### src/rtl/spi_reg_ctrl.sv
`default_nettype none
// ============================================================================
// Module   : spi_reg_ctrl
// Purpose  : Frame-level controller between the synchronized SPI byte front
//            end and the PWM/output config bank. Each nCS frame carries a
//            command byte then a data byte. The addressed register is written
//            only when the frame ends cleanly. Short, long, stalled and
//            bad-address frames are rejected and reported in sticky flags.
// Ports    : clk, rst_n (sync, active-low)
//            ncs_fall / ncs_rise / byte_valid : 1-cycle event pulses
//            byte_data [7:0]  : received byte
//            clr_err          : level, clears err_flags
//            en_reg_out_7_0 .. pwm_duty_cycle : config registers, addr 0..4
//            wr_valid         : 1-cycle write strobe
//            wr_addr [2:0]    : address of the last write (held)
//            frame_cnt        : committed writes, wraps
//            err_flags [2:0]  : sticky {timeout, bad_addr, bad_len}
//            busy             : FSM not idle
// Revision : 1.0 - initial release
// ============================================================================
module spi_reg_ctrl #(
    parameter int TIMEOUT_CYCLES = 1024,
    parameter int TO_W           = 11,
    parameter int CNT_W          = 8
) (
    input  logic             clk,
    input  logic             rst_n,
    input  logic             ncs_fall,
    input  logic             ncs_rise,
    input  logic             byte_valid,
    input  logic [7:0]       byte_data,
    input  logic             clr_err,
    output logic [7:0]       en_reg_out_7_0,
    output logic [7:0]       en_reg_out_15_8,
    output logic [7:0]       en_reg_pwm_7_0,
    output logic [7:0]       en_reg_pwm_15_8,
    output logic [7:0]       pwm_duty_cycle,
    output logic             wr_valid,
    output logic [2:0]       wr_addr,
    output logic [CNT_W-1:0] frame_cnt,
    output logic [2:0]       err_flags,
    output logic             busy
);

    typedef enum logic [2:0] {
        ST_IDLE   = 3'd0,
        ST_CMD    = 3'd1,
        ST_DATA   = 3'd2,
        ST_END    = 3'd3,
        ST_COMMIT = 3'd4,
        ST_DRAIN  = 3'd5
    } state_t;

    localparam logic [2:0]      C_ERR_LEN  = 3'b001;
    localparam logic [2:0]      C_ERR_ADDR = 3'b010;
    localparam logic [2:0]      C_ERR_TO   = 3'b100;
    // Expiry fires on the edge at which the count would reach TIMEOUT_CYCLES.
    localparam logic [TO_W-1:0] C_TO_LAST  = TO_W'(TIMEOUT_CYCLES - 1);

    state_t          r_state;
    logic [7:0]      r_cmd;
    logic [7:0]      r_data;
    logic [TO_W-1:0] r_to_cnt;

    logic            w_to_expire;
    logic [2:0]      w_err_keep;

    assign w_to_expire = (r_to_cnt == C_TO_LAST);
    // Clear first; any flag set in the same cycle is OR-ed on top, so set wins.
    assign w_err_keep  = clr_err ? 3'b000 : err_flags;
    assign busy        = (r_state != ST_IDLE);

    always_ff @(posedge clk) begin
        if (!rst_n) begin
            r_state         <= ST_IDLE;
            r_cmd           <= '0;
            r_data          <= '0;
            r_to_cnt        <= '0;
            en_reg_out_7_0  <= '0;
            en_reg_out_15_8 <= '0;
            en_reg_pwm_7_0  <= '0;
            en_reg_pwm_15_8 <= '0;
            pwm_duty_cycle  <= '0;
            wr_valid        <= 1'b0;
            wr_addr         <= '0;
            frame_cnt       <= '0;
            err_flags       <= '0;
        end else begin
            wr_valid  <= 1'b0;
            err_flags <= w_err_keep;

            if (ncs_fall && (r_state != ST_IDLE)) begin
                // A new frame start aborts whatever was in flight.
                r_state   <= ST_CMD;
                r_to_cnt  <= '0;
                err_flags <= w_err_keep | C_ERR_LEN;
            end else begin
                case (r_state)
                    ST_IDLE: begin
                        if (ncs_fall) begin
                            r_state  <= ST_CMD;
                            r_to_cnt <= '0;
                        end
                    end
                    ST_CMD: begin
                        if (ncs_rise) begin
                            r_state   <= ST_IDLE;
                            err_flags <= w_err_keep | C_ERR_LEN;
                        end else if (byte_valid) begin
                            r_cmd    <= byte_data;
                            r_to_cnt <= '0;
                            r_state  <= ST_DATA;
                        end else if (w_to_expire) begin
                            r_state   <= ST_DRAIN;
                            err_flags <= w_err_keep | C_ERR_TO;
                        end else begin
                            r_to_cnt <= r_to_cnt + TO_W'(1);
                        end
                    end
                    ST_DATA: begin
                        if (byte_valid) begin
                            r_data   <= byte_data;
                            r_to_cnt <= '0;
                            r_state  <= ncs_rise ? ST_COMMIT : ST_END;
                        end else if (ncs_rise) begin
                            r_state   <= ST_IDLE;
                            err_flags <= w_err_keep | C_ERR_LEN;
                        end else if (w_to_expire) begin
                            r_state   <= ST_DRAIN;
                            err_flags <= w_err_keep | C_ERR_TO;
                        end else begin
                            r_to_cnt <= r_to_cnt + TO_W'(1);
                        end
                    end
                    ST_END: begin
                        if (byte_valid) begin
                            // Third byte: frame is too long, never commits.
                            r_to_cnt  <= '0;
                            err_flags <= w_err_keep | C_ERR_LEN;
                            r_state   <= ncs_rise ? ST_IDLE : ST_DRAIN;
                        end else if (ncs_rise) begin
                            r_state <= ST_COMMIT;
                        end else if (w_to_expire) begin
                            r_state   <= ST_DRAIN;
                            err_flags <= w_err_keep | C_ERR_TO;
                        end else begin
                            r_to_cnt <= r_to_cnt + TO_W'(1);
                        end
                    end
                    ST_COMMIT: begin
                        r_state <= ST_IDLE;
                        if (r_cmd[7] && (r_cmd[6:0] < 7'd5)) begin
                            case (r_cmd[2:0])
                                3'd0:    en_reg_out_7_0  <= r_data;
                                3'd1:    en_reg_out_15_8 <= r_data;
                                3'd2:    en_reg_pwm_7_0  <= r_data;
                                3'd3:    en_reg_pwm_15_8 <= r_data;
                                default: pwm_duty_cycle  <= r_data;
                            endcase
                            wr_valid  <= 1'b1;
                            wr_addr   <= r_cmd[2:0];
                            frame_cnt <= frame_cnt + CNT_W'(1);
                        end else begin
                            err_flags <= w_err_keep | C_ERR_ADDR;
                        end
                    end
                    ST_DRAIN: begin
                        if (ncs_rise) begin
                            r_state <= ST_IDLE;
                        end
                    end
                    default: r_state <= ST_IDLE;
                endcase
            end
        end
    end

endmodule
`default_nettype wire
### config.mk
export PLATFORM = sky130hd
export DESIGN_NAME = spi_reg_ctrl
export DESIGN_NICKNAME = d
export VERILOG_FILES = /design/src/rtl/spi_reg_ctrl.sv
export SDC_FILE = /design/constraint.sdc
export NUM_CORES = 1
export LEC_CHECK = 0
export ABC_CLOCK_PERIOD_IN_PS = 2200
export BUFFER_PORTS_ARGS = -buffer_cell sky130_fd_sc_hd__buf_4
export CAP_MARGIN = 30
export CORE_MARGIN = 1
export CORE_UTILIZATION = 30
export CTS_CLUSTER_SIZE = 14
export DETAILED_ROUTE_END_ITERATION = 16
export GPL_ROUTABILITY_DRIVEN = 0
export MAX_ROUTING_LAYER = met4
export PLACE_DENSITY = 0.48
export SYNTH_ARGS = -nofsm -noshare
export SYNTH_HDL_FRONTEND = slang
export SYNTH_SLANG_ARGS = --single-unit
### constraint.sdc
create_clock -name clk -period 2.2 [get_ports clk]
set_clock_uncertainty 0.15 [all_clocks]
set_input_delay 0.44 -clock clk [delete_from_list [all_inputs] [get_ports clk]]
set_output_delay 0.44 -clock clk [all_outputs]
set_load 0.01 [all_outputs]
# Word-level counts from Yosys, hierarchy flattened
# Index checks and enable logic that the tools add are counted.
# word_totals
reg_bits,85
elab_cells,90
output_inout_bits,56
inputBits,14
# op_classes
bitwise_logic,5
n_reduce_logical,21
order_cmp,1
n_mux,32
n_addsub,2
n_eq_ne,15
# op_table
operator,n
$mux W11,6
$mux W3,20
$pmux W11 S3,1
$reduce_and A4 Y1,7
$pmux W3 S5,1
$eq A3 B2 Y1 const B,4
$pmux W3 S4,1
$add A11 B1 Y11 const B,1
$eq A11 B10 Y1 const B,1
$add A8 B1 Y8 const B,1
$lt A7 B3 Y1 const B,1
$eq A3 B1 Y1 const B,2
$eq A3 B3 Y1 const B,2
$logic_not A3 Y1,2
$ne A2 B2 Y1 const B,3
$ne A3 B3 Y1 const B,2
$reduce_and A3 Y1,2
$reduce_bool A3 Y1,2
$not A1 Y1,5
$reduce_and A2 Y1,2
$reduce_or A2 Y1,2
$reduce_or A4 Y1,1
$ne A3 B2 Y1 const B,1
$reduce_or A3 Y1,1
3 further kinds,5

# Depth between registers and ports, before layout
# Gate-level depths: netlist of the first run.
# depth
word_depth,6
depth_mapped,7
ltp_nobuf,6

# Worst setup path before layout of the first run
# Ideal clock, no wire load.
# synth_timing
path_type,input port to flip-flop
start,input port ncs_fall
end,register frame_cnt[3]
path_slack_ps,-54
n_path_buf,2
required_ps,1935
arrival_ps,1989
path_stages,7
setup_time_ps,115
cell_sequence,buf_2 or4b_4 nor4_4 buf_6 nand4_1 xnor2_1 and2_1
# synth_via
elab_chain_len,3
# synth_lines
element,line,source
start: declaration,28,"input logic ncs_fall,"
$logic_and A1 B1 Y1,92,if (ncs_fall && (r_state != ST_IDLE)) begin
$not A1 Y1 (no line),--,
$reduce_and A3 Y1 (no line),--,
end signal: assignment,162,frame_cnt <= frame_cnt + CNT_W'(1);
end: declaration,40,"output logic [CNT_W-1:0] frame_cnt,"
# No other way between the ends.
# A chain may end at the register's enable or synchronous reset.

# Final worst setup path of the first run
# layout_timing
start,register r_cmd[4]
end,register frame_cnt[5]
# layout_via
elab_chain_len,3
# layout_lines
element,line,source
start: declaration,61,logic [7:0] r_cmd;
start signal: assignment,110,r_cmd <= byte_data;
$lt A7 B3 Y1,152,if (r_cmd[7] && (r_cmd[6:0] < 7'd5)) begin
$logic_and A1 B1 Y1,152,
$reduce_and A3 Y1 (no line),--,
# No other way between the ends.

==> impl_summary.log, run 1 <==
[metrics] area after detailed placement: between 0.004 and 0.005 mm^2
[metrics] #FFs+latches synth: 85
[metrics] number of pins with negative max-slew slack in the final report: 0
[metrics] number of sinks on the clock net: 85
[metrics] Setup CP Type: flop to flop
[metrics] cts-stage hold buffer count: 0
[metrics] average size of a mapped cell: between 9 and 10 um^2
[metrics] number of placement rows: 39
[metrics] largest voltage drop on the vdd net: 0.000520 V
[metrics] MaxCap Viol Count: 0
[metrics] initial standard-cell utilization of the core: 31.1%
[metrics] routed via count divided by cell count: 4.80
[metrics] boundary pin count: 70
[metrics] H-Tree Level Count: 3
[metrics] area of the mapped netlist: 0.00358 mm^2
[metrics] Final period util: 94.5%
[metrics] final hold vios: 0
[metrics] total power of the final layout: 3510 uW
[metrics] transition at the pin with the smallest max-transition slack: 453 ps
[metrics] startpoint of the tightest hold check path: ncs_rise
[metrics] Die Y-Extent: ~110 um
[metrics] Clk pin slew, worst setup/hold paths: 60 ps
[metrics] pre-CTS setup slack: -73.8 ps
[metrics] core outline area: 0.0115 mm^2
[metrics] area growth from synthesis to layout: 32.2%
[metrics] Final TNS setup: 0 ps
[metrics] Hold Slack: 211 ps
[metrics] share of cells above drive strength 1: 24.9%
[metrics] vias in the first global route: 2,754
[metrics] cts bufs inserted: 9
[metrics] number of warnings issued by yosys: 0
[metrics] reg2reg path depth: 6
[metrics] DRC violation total after the first TritonRoute iteration: 131
[metrics] number of fillers in the final layout: around 1,200
[metrics] global-route usage over all layers: 15.8%
[metrics] worst slew slack as a fraction of its limit: just under 70%
[metrics] synthesized net count: around 400
[metrics] setup slack of the worst register-to-register path: 120 ps
[metrics] vias after detailed routing: just under 3,000
[metrics] critical path capture point type: flop
[metrics] async set-or-reset flop fraction in the synthesized netlist: 0%
[metrics] count of antenna-violating nets left after detailed routing: 0
[metrics] hold worst-path end: r_state[1]
[metrics] most numerous cell in the Yosys netlist: sky130_fd_sc_hd__dfxtp_1
[metrics] Total Routed Length: 9200 um
[metrics] Seq/Total Area, Yosys: 47.6%
[metrics] dominant cells by area after synthesis: sky130_fd_sc_hd__dfxtp_1, sky130_fd_sc_hd__mux2i_1, sky130_fd_sc_hd__nor2b_1, sky130_fd_sc_hd__nand3_1, sky130_fd_sc_hd__o21ai_0
[metrics] area of all sequential standard cells: 0.00170 mm^2
[metrics] buffer cell driving the clock tree root: sky130_fd_sc_hd__clkbuf_16
[metrics] Total Die Area: 0.0124 mm^2
[metrics] Crit path arrival time: 2170 ps
[metrics] routed length per placed instance: 15.0 um
[metrics] area of the multi-input gates: 0.00178 mm^2
[metrics] Post-synth top cells: sky130_fd_sc_hd__dfxtp_1, sky130_fd_sc_hd__nand2_1, sky130_fd_sc_hd__nor2b_1
[metrics] Crit Reg-Reg Startpoint: r_cmd[4]
[metrics] maximum number of pins on one net before global-route repair: between 40 and 50
[metrics] maximum buffer depth of the clock tree: 2
[metrics] count of nets after finishing: 481
[metrics] total global routing overflow: 0
[metrics] Crit Path Max Fanout: 11
[metrics] number of flops mapped to enable cells by yosys: 0
[metrics] wire length of the first global-routing pass: 14,600 um
[metrics] share of the synthesized area in the top cell type: about 48%
[metrics] count of final setup violators: 0
[metrics] Leakage Power: approximately 0.0020 uW
[metrics] worst-skew pair later-pin latency: between 300 and 400 ps
[metrics] capturing point of the worst reg2reg path: frame_cnt[5]
[metrics] Main synth FF type: sky130_fd_sc_hd__dfxtp_1
[metrics] finished layout cell area: 0.00473 mm^2
[metrics] number of instances in the synthesized netlist: about 390
[metrics] TritonCTS clock tree: built
[metrics] initial antenna violation count: 0
[metrics] final antenna diode count: 0
[metrics] dominant cell type by area after synthesis: sky130_fd_sc_hd__dfxtp_1
[metrics] Final HPWL DP: roughly 6400 um
[metrics] number of port buffers: a little under 70
[metrics] highest clock frequency the design can meet: 481 MHz
[metrics] status: finished with violations
[metrics] number of iterations in the first detailed-routing pass: 10
[metrics] Worst Path Required: 2290 ps
[metrics] Die W: about 110 um
[metrics] setup repair after global routing missed its margin: no
[metrics] element type at the critical path start: flop
[metrics] number of library cell types mapped by synthesis: 52
[metrics] Hold Path Cell Cnt: 2
[metrics] power density over the cells: roughly 740 mW/mm^2
[metrics] worst min path class: primary input to flop
[metrics] Remaining DRCs: 6
[metrics] final worst setup slack: 121 ps
[metrics] Final Critical Period: 2080 ps
[metrics] failing checks: design-rule violations
==> kinds of logic (layout without fill, tap and decap cells) <==
| kind of cell | after synthesis | after routing | synth area share, % |
|---|---|---|---|
| multiplexers | 28 | 28 | 7.84 |
| flip-flops | 85 | 85 | 47.6 |
| AO/OA/AOI/OAI | 69 | 69 | 12.2 |
| XOR/XNOR | 10 | 10 | 2.45 |
| adder cells (fa/ha/maj) | 2 | 2 | 0.700 |
| AND/OR/NAND/NOR | 163 | 163 | 26.0 |
| buffers and inverters | 28 | 113 | 3.22 |
==> area by class of cell <==
class / count / area share, %
multi-input cells: 272 / 37.6
flip-flops and latches: 85 / 36.0
well taps: 143 / 3.79
clock buffers: 9 / 4.76
repair buffers: 92 / 14.7
inverters: 5 / 0.397
clock inverters: 7 / 2.70
==> cells in the final DEF, fill, tap and decap left out, drive strengths merged, types with 2 or more instances in the layout <==
cell type	Yosys	layout
buf	5	92
dfxtp	85	85
nand2	35	35
o21ai	32	32
nor2b	31	31
mux2i	28	28
nand3	28	28
nor2	16	16
and2	11	11
a21boi	10	10
xnor2	9	9
clkbuf	18	9
inv	5	8
nand4	7	7
a21oi	7	7
and3	7	7
or3	4	4
nand3b	4	4
nand2b	4	4
nor4	4	4
nor3b	3	3
a32o	3	3
a211oi	3	3
bufinv	0	3
or4b	2	2
a32oi	2	2
nor3	2	2
ha	2	2
==> per-layer routing <==
layer,track usage (%),vias up,routed length [um]
met5,-,-,0
met4,5.41,0,125
met3,5.58,10,609
met2,23.8,73,4160
met1,19.7,1347,4300
li1,-,1514,-
==> registers in the layout, indices dropped and copies added, names as in the netlist <==
register         cells
frame_cnt            8
r_state              3
r_data               8
wr_valid             1
err_flags            3
r_cmd                8
pwm_duty_cycle       8
en_reg_out_15_8      8
wr_addr              3
en_reg_out_7_0       8
en_reg_pwm_7_0       8
r_to_cnt            11
en_reg_pwm_15_8      8
==> per-stage QoR <==
| stage | util (%) | instances |
|---|---|---|
| 3_5_place_dp | 37.7 | 596 |
| 4_1_cts | 40.8 | 612 |
| 3_3_place_gp | 37.7 | 596 |
| 2_1_floorplan | - | 385 |
| 6_report | 41.0 | 613 |
| 5_1_grt | 41.0 | 613 |
==> power by group <==
part / internal [uW] / switching (uW)
clock: 1130 / 661
combinational: 75.1 / 94.1
sequential: 1550 / 7.49
==> repair_timing <==
item | 4_1_cts | 5_1_grt
setup buffers | 0 | 1
resized for setup | 0 | 6
endpoints found under the setup margin | 0 | 31
==> critical path, stage by stage, from the launching register on <==
cell                      delay, ps
sky130_fd_sc_hd__dfxtp_1        310
sky130_fd_sc_hd__or4b_4         600
sky130_fd_sc_hd__nor4_4         260
sky130_fd_sc_hd__buf_4          230
sky130_fd_sc_hd__nand4_1        130
sky130_fd_sc_hd__xnor2_1        140
sky130_fd_sc_hd__and2_1         150
==> worst max path at each step <==
stage / from / slack [ps] / end
floorplan: ncs_fall / -20 / frame_cnt[3]
global placement: ncs_fall / -30 / en_reg_pwm_15_8[3]
CTS: r_cmd[4] / 50 / en_reg_pwm_15_8[2]
detailed placement: ncs_fall / -70 / pwm_duty_cycle[7]
global route: r_state[1] / 0.9 / en_reg_out_15_8[7]
finish: r_cmd[4] / 120 / frame_cnt[5]
Power figures use the tool's default switching activity.
==> run 2, diff against run 1 <==
--- a/config.mk
+++ b/config.mk
@@ -9,12 +9,12 @@
 export BUFFER_PORTS_ARGS = -buffer_cell sky130_fd_sc_hd__buf_4
 export CAP_MARGIN = 30
 export CORE_MARGIN = 1
-export CORE_UTILIZATION = 30
+export CORE_UTILIZATION = 45
 export CTS_CLUSTER_SIZE = 14
 export DETAILED_ROUTE_END_ITERATION = 16
 export GPL_ROUTABILITY_DRIVEN = 0
 export MAX_ROUTING_LAYER = met4
-export PLACE_DENSITY = 0.48
+export PLACE_DENSITY = 0.68
 export SYNTH_ARGS = -nofsm -noshare
 export SYNTH_HDL_FRONTEND = slang
 export SYNTH_SLANG_ARGS = --single-unit
==> impl_summary.log, run 2 (synthesized netlist as in run 1, its figures left out) <==
[metrics] Remaining DRCs: 0 (-6)
[metrics] maximum buffer depth of the clock tree: 2 (unchanged)
[metrics] final hold vios: 0 (unchanged)
[metrics] Crit Path Max Fanout: 5 (-6)
[metrics] Final Critical Period: 2080 ps (-0.0540 ps)
[metrics] status: complete, no violations
[metrics] share of cells above drive strength 1: 23.7% (-1.2 points)
[metrics] boundary pin count: 70 (unchanged)
[metrics] number of placement rows: 32 (-18%)
[metrics] Total Routed Length: 8320 um (-9.6%)
[metrics] Crit path arrival time: 2220 ps (+50 ps)
[metrics] buffer cell driving the clock tree root: sky130_fd_sc_hd__clkbuf_8
[metrics] routed length per placed instance: 14.7 um (-2.1%)
[metrics] number of pins with negative max-slew slack in the final report: 0 (unchanged)
[metrics] Final HPWL DP: 5740 um (-11%)
[metrics] area growth from synthesis to layout: 25.4%
[metrics] Total Die Area: 0.00831 mm^2 (-33%)
[metrics] vias after detailed routing: 2,989 (+1.5%)
[metrics] buffers inserted during post-CTS setup optimization: 0 (unchanged)
[metrics] TritonCTS clock tree: built
[metrics] worst slew slack as a fraction of its limit: 70.6% (+1.3 points)
[metrics] pre-CTS setup slack: -43.9 ps (+30.0 ps)
[metrics] Hold Slack: 188 ps (-22.5 ps)
[metrics] number of sinks on the clock net: 85 (unchanged)
[metrics] global-route usage over all layers: 21.7% (+5.8 points)
[metrics] highest clock frequency the design can meet: 481 MHz (about the same)
[metrics] Die W: 91.1 um (-18%)
[metrics] maximum number of pins on one net before global-route repair: 54 (+32%)
[metrics] DRC violation total after the first TritonRoute iteration: 110 (-16%)
[metrics] largest voltage drop on the vdd net: 0.000345 V (-34%)
[metrics] Setup CP Type: flop to flop
[metrics] Worst Path Required: 2340 ps (+50 ps)
[metrics] cts-stage hold buffer count: 0 (unchanged)
[metrics] count of antenna-violating nets left after detailed routing: 0 (unchanged)
[metrics] Die Y-Extent: 91.1 um (-18%)
[metrics] number of iterations in the first detailed-routing pass: 7 (-3)
[metrics] setup repair after global routing missed its margin: no
[metrics] register ranked first by flip-flop count: r_to_cnt
[metrics] final antenna diode count: 0 (unchanged)
[metrics] Final Util: 58.3% (+17 points)
[metrics] total global routing overflow: 0 (unchanged)
[metrics] element type at the critical path start: flop
[metrics] MaxCap Viol Count: 0 (unchanged)
[metrics] critical path capture point type: flop
[metrics] number of flip-flops in the largest register: 11 (unchanged)
[metrics] worst min path class: primary input to flop
[metrics] most used cells in the layout excluding fill and tap cells: sky130_fd_sc_hd__dfxtp_1, sky130_fd_sc_hd__buf_4, sky130_fd_sc_hd__nand2_1
[metrics] number of port buffers: 69 (unchanged)
[metrics] DP Cell Count: 550 (-7.7%)
[metrics] initial standard-cell utilization of the core: 46.5% (+15 points)
[metrics] power density over the cells: 633 mW/mm^2 (-15%)
[metrics] count of placed standard cells in the final layout, fillers left out: 566 (-7.7%)
[metrics] count of nets after finishing: 475 (-1.2%)
[metrics] transition at the pin with the smallest max-transition slack: 433 ps (-19.3 ps)
[metrics] worst-skew pair later-pin latency: 350 ps (about the same)
[metrics] vias in the first global route: 2,852 (+3.6%)
[metrics] cts bufs inserted: 9 (unchanged)
[metrics] Leakage Power: 0.00189 uW (-5.1%)
[metrics] routed via count divided by cell count: 5.28 (+10%)
[metrics] final worst setup slack: 121 ps (+0.0540 ps)
[metrics] core outline area: 0.00769 mm^2 (-33%)
[metrics] initial antenna violation count: 0 (unchanged)
[metrics] count of final setup violators: 0 (unchanged)
[metrics] total power of the final layout: 2840 uW (-19%)
[metrics] count of cells resized by post-cts repair: 0 (unchanged)
[metrics] H-Tree Level Count: 3 (unchanged)
[metrics] Final period util: 94.5% (about the same)
[metrics] Clk pin slew, worst setup/hold paths: 90 ps (+30 ps)
[metrics] wire length of the first global-routing pass: 13,800 um (-5.5%)
run 2: cell types whose count changed in the layout (fill, tap and decap cells not counted), moves of 2 or more:
cell,delta
sky130_fd_sc_hd__buf_4,-6
sky130_fd_sc_hd__bufinv_16,-2
sky130_fd_sc_hd__clkbuf_16,-9
sky130_fd_sc_hd__clkbuf_8,+9
sky130_fd_sc_hd__clkinv_2,+2
run 2: stage by stage:
stage / TNS (ps) / area [um^2]
global route: 0 / 4480
finish: 0 / 4480
global placement: 0 / 4270
CTS: 0 / 4460
detailed placement: -252 / 4270
floorplan: -31.9 / 3590
run 2: power breakdown:
group / internal (uW) / switching, uW / total (uW)
sequential: 1540 / 6.56 / 1550
combinational: 73.6 / 90.4 / 164
clock: 529 / 592 / 1120
total: 2150 / 689 / 2840
run 2: worst paths after layout:
check	start	to	slack, ps	cells past startpoint
worst max-delay path	r_to_cnt[0]	r_state[0]	120	5
worst min-delay path	ncs_rise	r_state[1]	190	2
worst max register to register	r_to_cnt[0]	r_state[0]	120	5
worst min register to register	en_reg_pwm_15_8[2]	en_reg_pwm_15_8[2]	320	2
run 2: final cells by class:
| class | instances | area (um^2) |
|---|---|---|
| flip-flops and latches | 85 | 1700 |
| repair buffers | 86 | 658 |
| well taps | 102 | 128 |
| clock buffers | 9 | 124 |
| inverters | 5 | 18.8 |
| fillers | 723 | 3200 |
| clock inverters | 7 | 73.8 |
| multi-input cells | 272 | 1780 |
run 2: routing by layer:
layer	vias up	global-route usage (%)	share of wire, %
met2	80	34.5	49
met3	9	4.86	6.2
met1	1401	26.5	44
met5	-	-	0
li1	1499	-	-
met4	0	9.13	1.1
run 2: critical path, cell delays in order (launching register included):
cell and delay (ps):
sky130_fd_sc_hd__dfxtp_1 400, sky130_fd_sc_hd__ha_1 210, sky130_fd_sc_hd__nand3_2 150, sky130_fd_sc_hd__or4_1 550, sky130_fd_sc_hd__a2111oi_0 390, sky130_fd_sc_hd__o31a_1 170
==> run 3, diff against run 2 <==
--- a/config.mk
+++ b/config.mk
@@ -5,7 +5,7 @@
 export SDC_FILE = /design/constraint.sdc
 export NUM_CORES = 1
 export LEC_CHECK = 0
-export ABC_CLOCK_PERIOD_IN_PS = 2200
+export ABC_CLOCK_PERIOD_IN_PS = 2000
 export BUFFER_PORTS_ARGS = -buffer_cell sky130_fd_sc_hd__buf_4
 export CAP_MARGIN = 30
 export CORE_MARGIN = 1
@@ -14,7 +14,7 @@
 export DETAILED_ROUTE_END_ITERATION = 16
 export GPL_ROUTABILITY_DRIVEN = 0
 export MAX_ROUTING_LAYER = met4
-export PLACE_DENSITY = 0.68
+export PLACE_DENSITY = 0.65
 export SYNTH_ARGS = -nofsm -noshare
 export SYNTH_HDL_FRONTEND = slang
 export SYNTH_SLANG_ARGS = --single-unit
==> constraint.sdc (replaced) <==
create_clock -name clk -period 2 [get_ports clk]
set_clock_uncertainty 0.15 [all_clocks]
set_input_delay 0.4 -clock clk [delete_from_list [all_inputs] [get_ports clk]]
set_output_delay 0.4 -clock clk [all_outputs]
set_load 0.01 [all_outputs]
==> impl_summary.log, run 3 (synthesized netlist as in run 1, its figures left out) <==
[metrics] count of nets after finishing: 493 (+3.8%)
[metrics] delay-heaviest family, CP: simple AND/OR/NAND/NOR gates
[metrics] Final Util: 62.3% (+4.0 points)
[metrics] status: finished with violations
[metrics] MaxCap Viol Count: 0 (unchanged)
[metrics] buffer cell driving the clock tree root: sky130_fd_sc_hd__clkbuf_8
[metrics] Die W: 91.1 um (unchanged)
[metrics] highest clock frequency the design can meet: 489 MHz (+1.7%)
[metrics] routed via count divided by cell count: 5.23 (-1.0%)
[metrics] maximum number of pins on one net before global-route repair: 39 (-28%)
[metrics] worst min path class: primary input to flop
[metrics] routed length per placed instance: 14.0 um (-4.4%)
[metrics] register ranked first by flip-flop count: r_to_cnt
[metrics] final hold vios: 0 (unchanged)
[metrics] initial antenna violation count: 0 (unchanged)
[metrics] worst slew slack as a fraction of its limit: 77.2% (+6.6 points)
[metrics] Final Critical Period: 2040 ps (-35.2 ps)
[metrics] most used cells in the layout excluding fill and tap cells: sky130_fd_sc_hd__buf_4, sky130_fd_sc_hd__dfxtp_1, sky130_fd_sc_hd__nor2b_1
[metrics] Setup CP Type: flop to flop
[metrics] Hold Path Cell Cnt: 3 (+1)
[metrics] Leakage Power: 0.00199 uW (+5.5%)
[metrics] delay of the slowest critical-path stage: 560 ps (about the same)
[metrics] number of pins with negative max-slew slack in the final report: 0 (unchanged)
[metrics] cell with the largest stage delay on the worst path: sky130_fd_sc_hd__or4b_4
[metrics] final antenna diode count: 0 (unchanged)
[metrics] hold worst-path end: r_data[4]
[metrics] Crit Path Max Fanout: 5 (unchanged)
[metrics] number of fillers in the final layout: 664 (-8.2%)
[metrics] critical path capture point type: flop
[metrics] H-Tree Level Count: 3 (unchanged)
[metrics] worst-skew pair later-pin latency: 350 ps (about the same)
[metrics] count of final setup violators: 6 (+6)
[metrics] count of antenna-violating nets left after detailed routing: 0 (unchanged)
[metrics] worst-path cell chain: or4b_4 > nor4_4 > buf_4 > nand3b_1 > buf_4 > mux2i_1 > nor2b_1
[metrics] power density over the cells: 660 mW/mm^2 (+4.3%)
[metrics] boundary pin count: 70 (unchanged)
[metrics] largest voltage drop on the vdd net: 0.000356 V (+3.2%)
[metrics] cts bufs inserted: 9 (unchanged)
[metrics] total global routing overflow: 0 (unchanged)
[metrics] area growth from synthesis to layout: 33.9%
[metrics] number of flip-flops in the largest register: 11 (unchanged)
[metrics] depth of the critical timing path with buffers and inverters included: 7 (+2)
[metrics] number of port buffers: 69 (unchanged)
[metrics] most frequent standard cell in the layout excluding fill and tap cells: sky130_fd_sc_hd__buf_4
[metrics] Crit Reg-Reg Startpoint: r_state[0]
[metrics] Die Y-Extent: 91.1 um (unchanged)
[metrics] Crit path arrival time: 2130 ps (-90 ps)
[metrics] setup repair after global routing missed its margin: yes
[metrics] maximum buffer depth of the clock tree: 2 (unchanged)
[metrics] element type at the critical path start: flop
[metrics] Total Routed Length: 8200 um (-1.4%)
[metrics] Final period util: 102% (+7.7 points)
[metrics] failing checks: negative setup slack
[metrics] TritonCTS clock tree: built
[metrics] wire length of the first global-routing pass: 13,000 um (-6.1%)
[metrics] transition at the pin with the smallest max-transition slack: 340 ps (-93.3 ps)
[metrics] final worst setup slack: -43.6 ps (-165 ps)
[metrics] sum of buffers and inverters on the critical path: 2 (+2)
[metrics] reg2reg path depth: 7 (+2)
[metrics] core outline area: 0.00769 mm^2 (unchanged)
[metrics] cts-stage hold buffer count: 0 (unchanged)
[metrics] Hold Slack: 173 ps (-15.0 ps)
[metrics] startpoint of the tightest hold check path: byte_data[4]
[metrics] capturing point of the worst reg2reg path: en_reg_pwm_7_0[7]
[metrics] Clk pin slew, worst setup/hold paths: 90 ps (about the same)
[metrics] initial standard-cell utilization of the core: 46.5% (unchanged)
[metrics] Remaining DRCs: 0 (unchanged)
[metrics] DRC violation total after the first TritonRoute iteration: 155 (+41%)
[metrics] number of placement rows: 32 (unchanged)
[metrics] Total Die Area: 0.00831 mm^2 (unchanged)
[metrics] Crit path top cell by count: sky130_fd_sc_hd__buf_4
[metrics] global-route usage over all layers: 20.3% (-1.3 points)
[metrics] Final HPWL DP: 5850 um (+1.9%)
[metrics] share of cells above drive strength 1: 32.4% (+8.7 points)
[metrics] setup slack of the worst register-to-register path: -40 ps (-160 ps)
[metrics] number of iterations in the first detailed-routing pass: 4 (-3)
[metrics] Worst Path Required: 2080 ps (-260 ps)
[metrics] number of sinks on the clock net: 85 (unchanged)
[metrics] vias after detailed routing: 3,052 (+2.1%)
[metrics] vias in the first global route: 2,712 (-4.9%)
## run 3: tightest hold or removal path, cell delays in order
cell,delay [ps]
sky130_fd_sc_hd__buf_4,80
sky130_fd_sc_hd__mux2i_1,50
sky130_fd_sc_hd__nor2b_1,100
## run 3: stage by stage
stage,area (um^2),instances,worst slack [ps],power (uW),setup TNS (ps)
after global routing,4790,584,-161,3290,-2930
after floorplan,3650,385,-177,1860,-2900
after global placement,4410,565,-236,1940,-8270
after CTS,4660,582,-58.2,3180,-467
after detailed placement,4410,565,-256,1940,-9540
final,4790,584,-43.6,3160,-165
## run 3: worst max path at each step
stage	slack, ps	from	endpoint
final	-40	r_state[0]	en_reg_pwm_7_0[7]
after global routing	-160	r_state[0]	en_reg_pwm_7_0[7]
after CTS	-60	r_cmd[6]	en_reg_pwm_7_0[2]
after detailed placement	-260	ncs_fall	en_reg_pwm_15_8[3]
after global placement	-240	ncs_fall	en_reg_pwm_15_8[5]
after floorplan	-180	ncs_fall	frame_cnt[3]
## run 3: power breakdown
part           switching (uW)  internal (uW)  total, uW
Sequential               5.51           1700       1700
Clock                     636            618       1250
Combinational             109           94.3        203
Total                     750           2410       3160
## run 3: metal layers
metal	vias up	wire [um]	global-route usage (%)
li1	1539	-	-
met1	1433	4020	27.3
met2	69	3750	30.2
met3	11	330	4.27
met4	0	97	7.41
met5	-	0	-
## run 3: area by class of cell
class                   count  area (um^2)  area share [%]
multi-input cells         272         1920            40.0
clock buffers              10          138            2.87
clock inverters             6         70.1            1.46
inverters                   5         18.8           0.392
repair buffers            104          816            17.0
well taps                 102          128            2.66
flip-flops and latches     85         1700            35.6
## run 3: repair_timing
action	CTS	global route
pin swaps	5	15
endpoints found under the hold margin	0	0
resized for setup	11	26
setup endpoints to repair	50	51
setup buffers	1	3
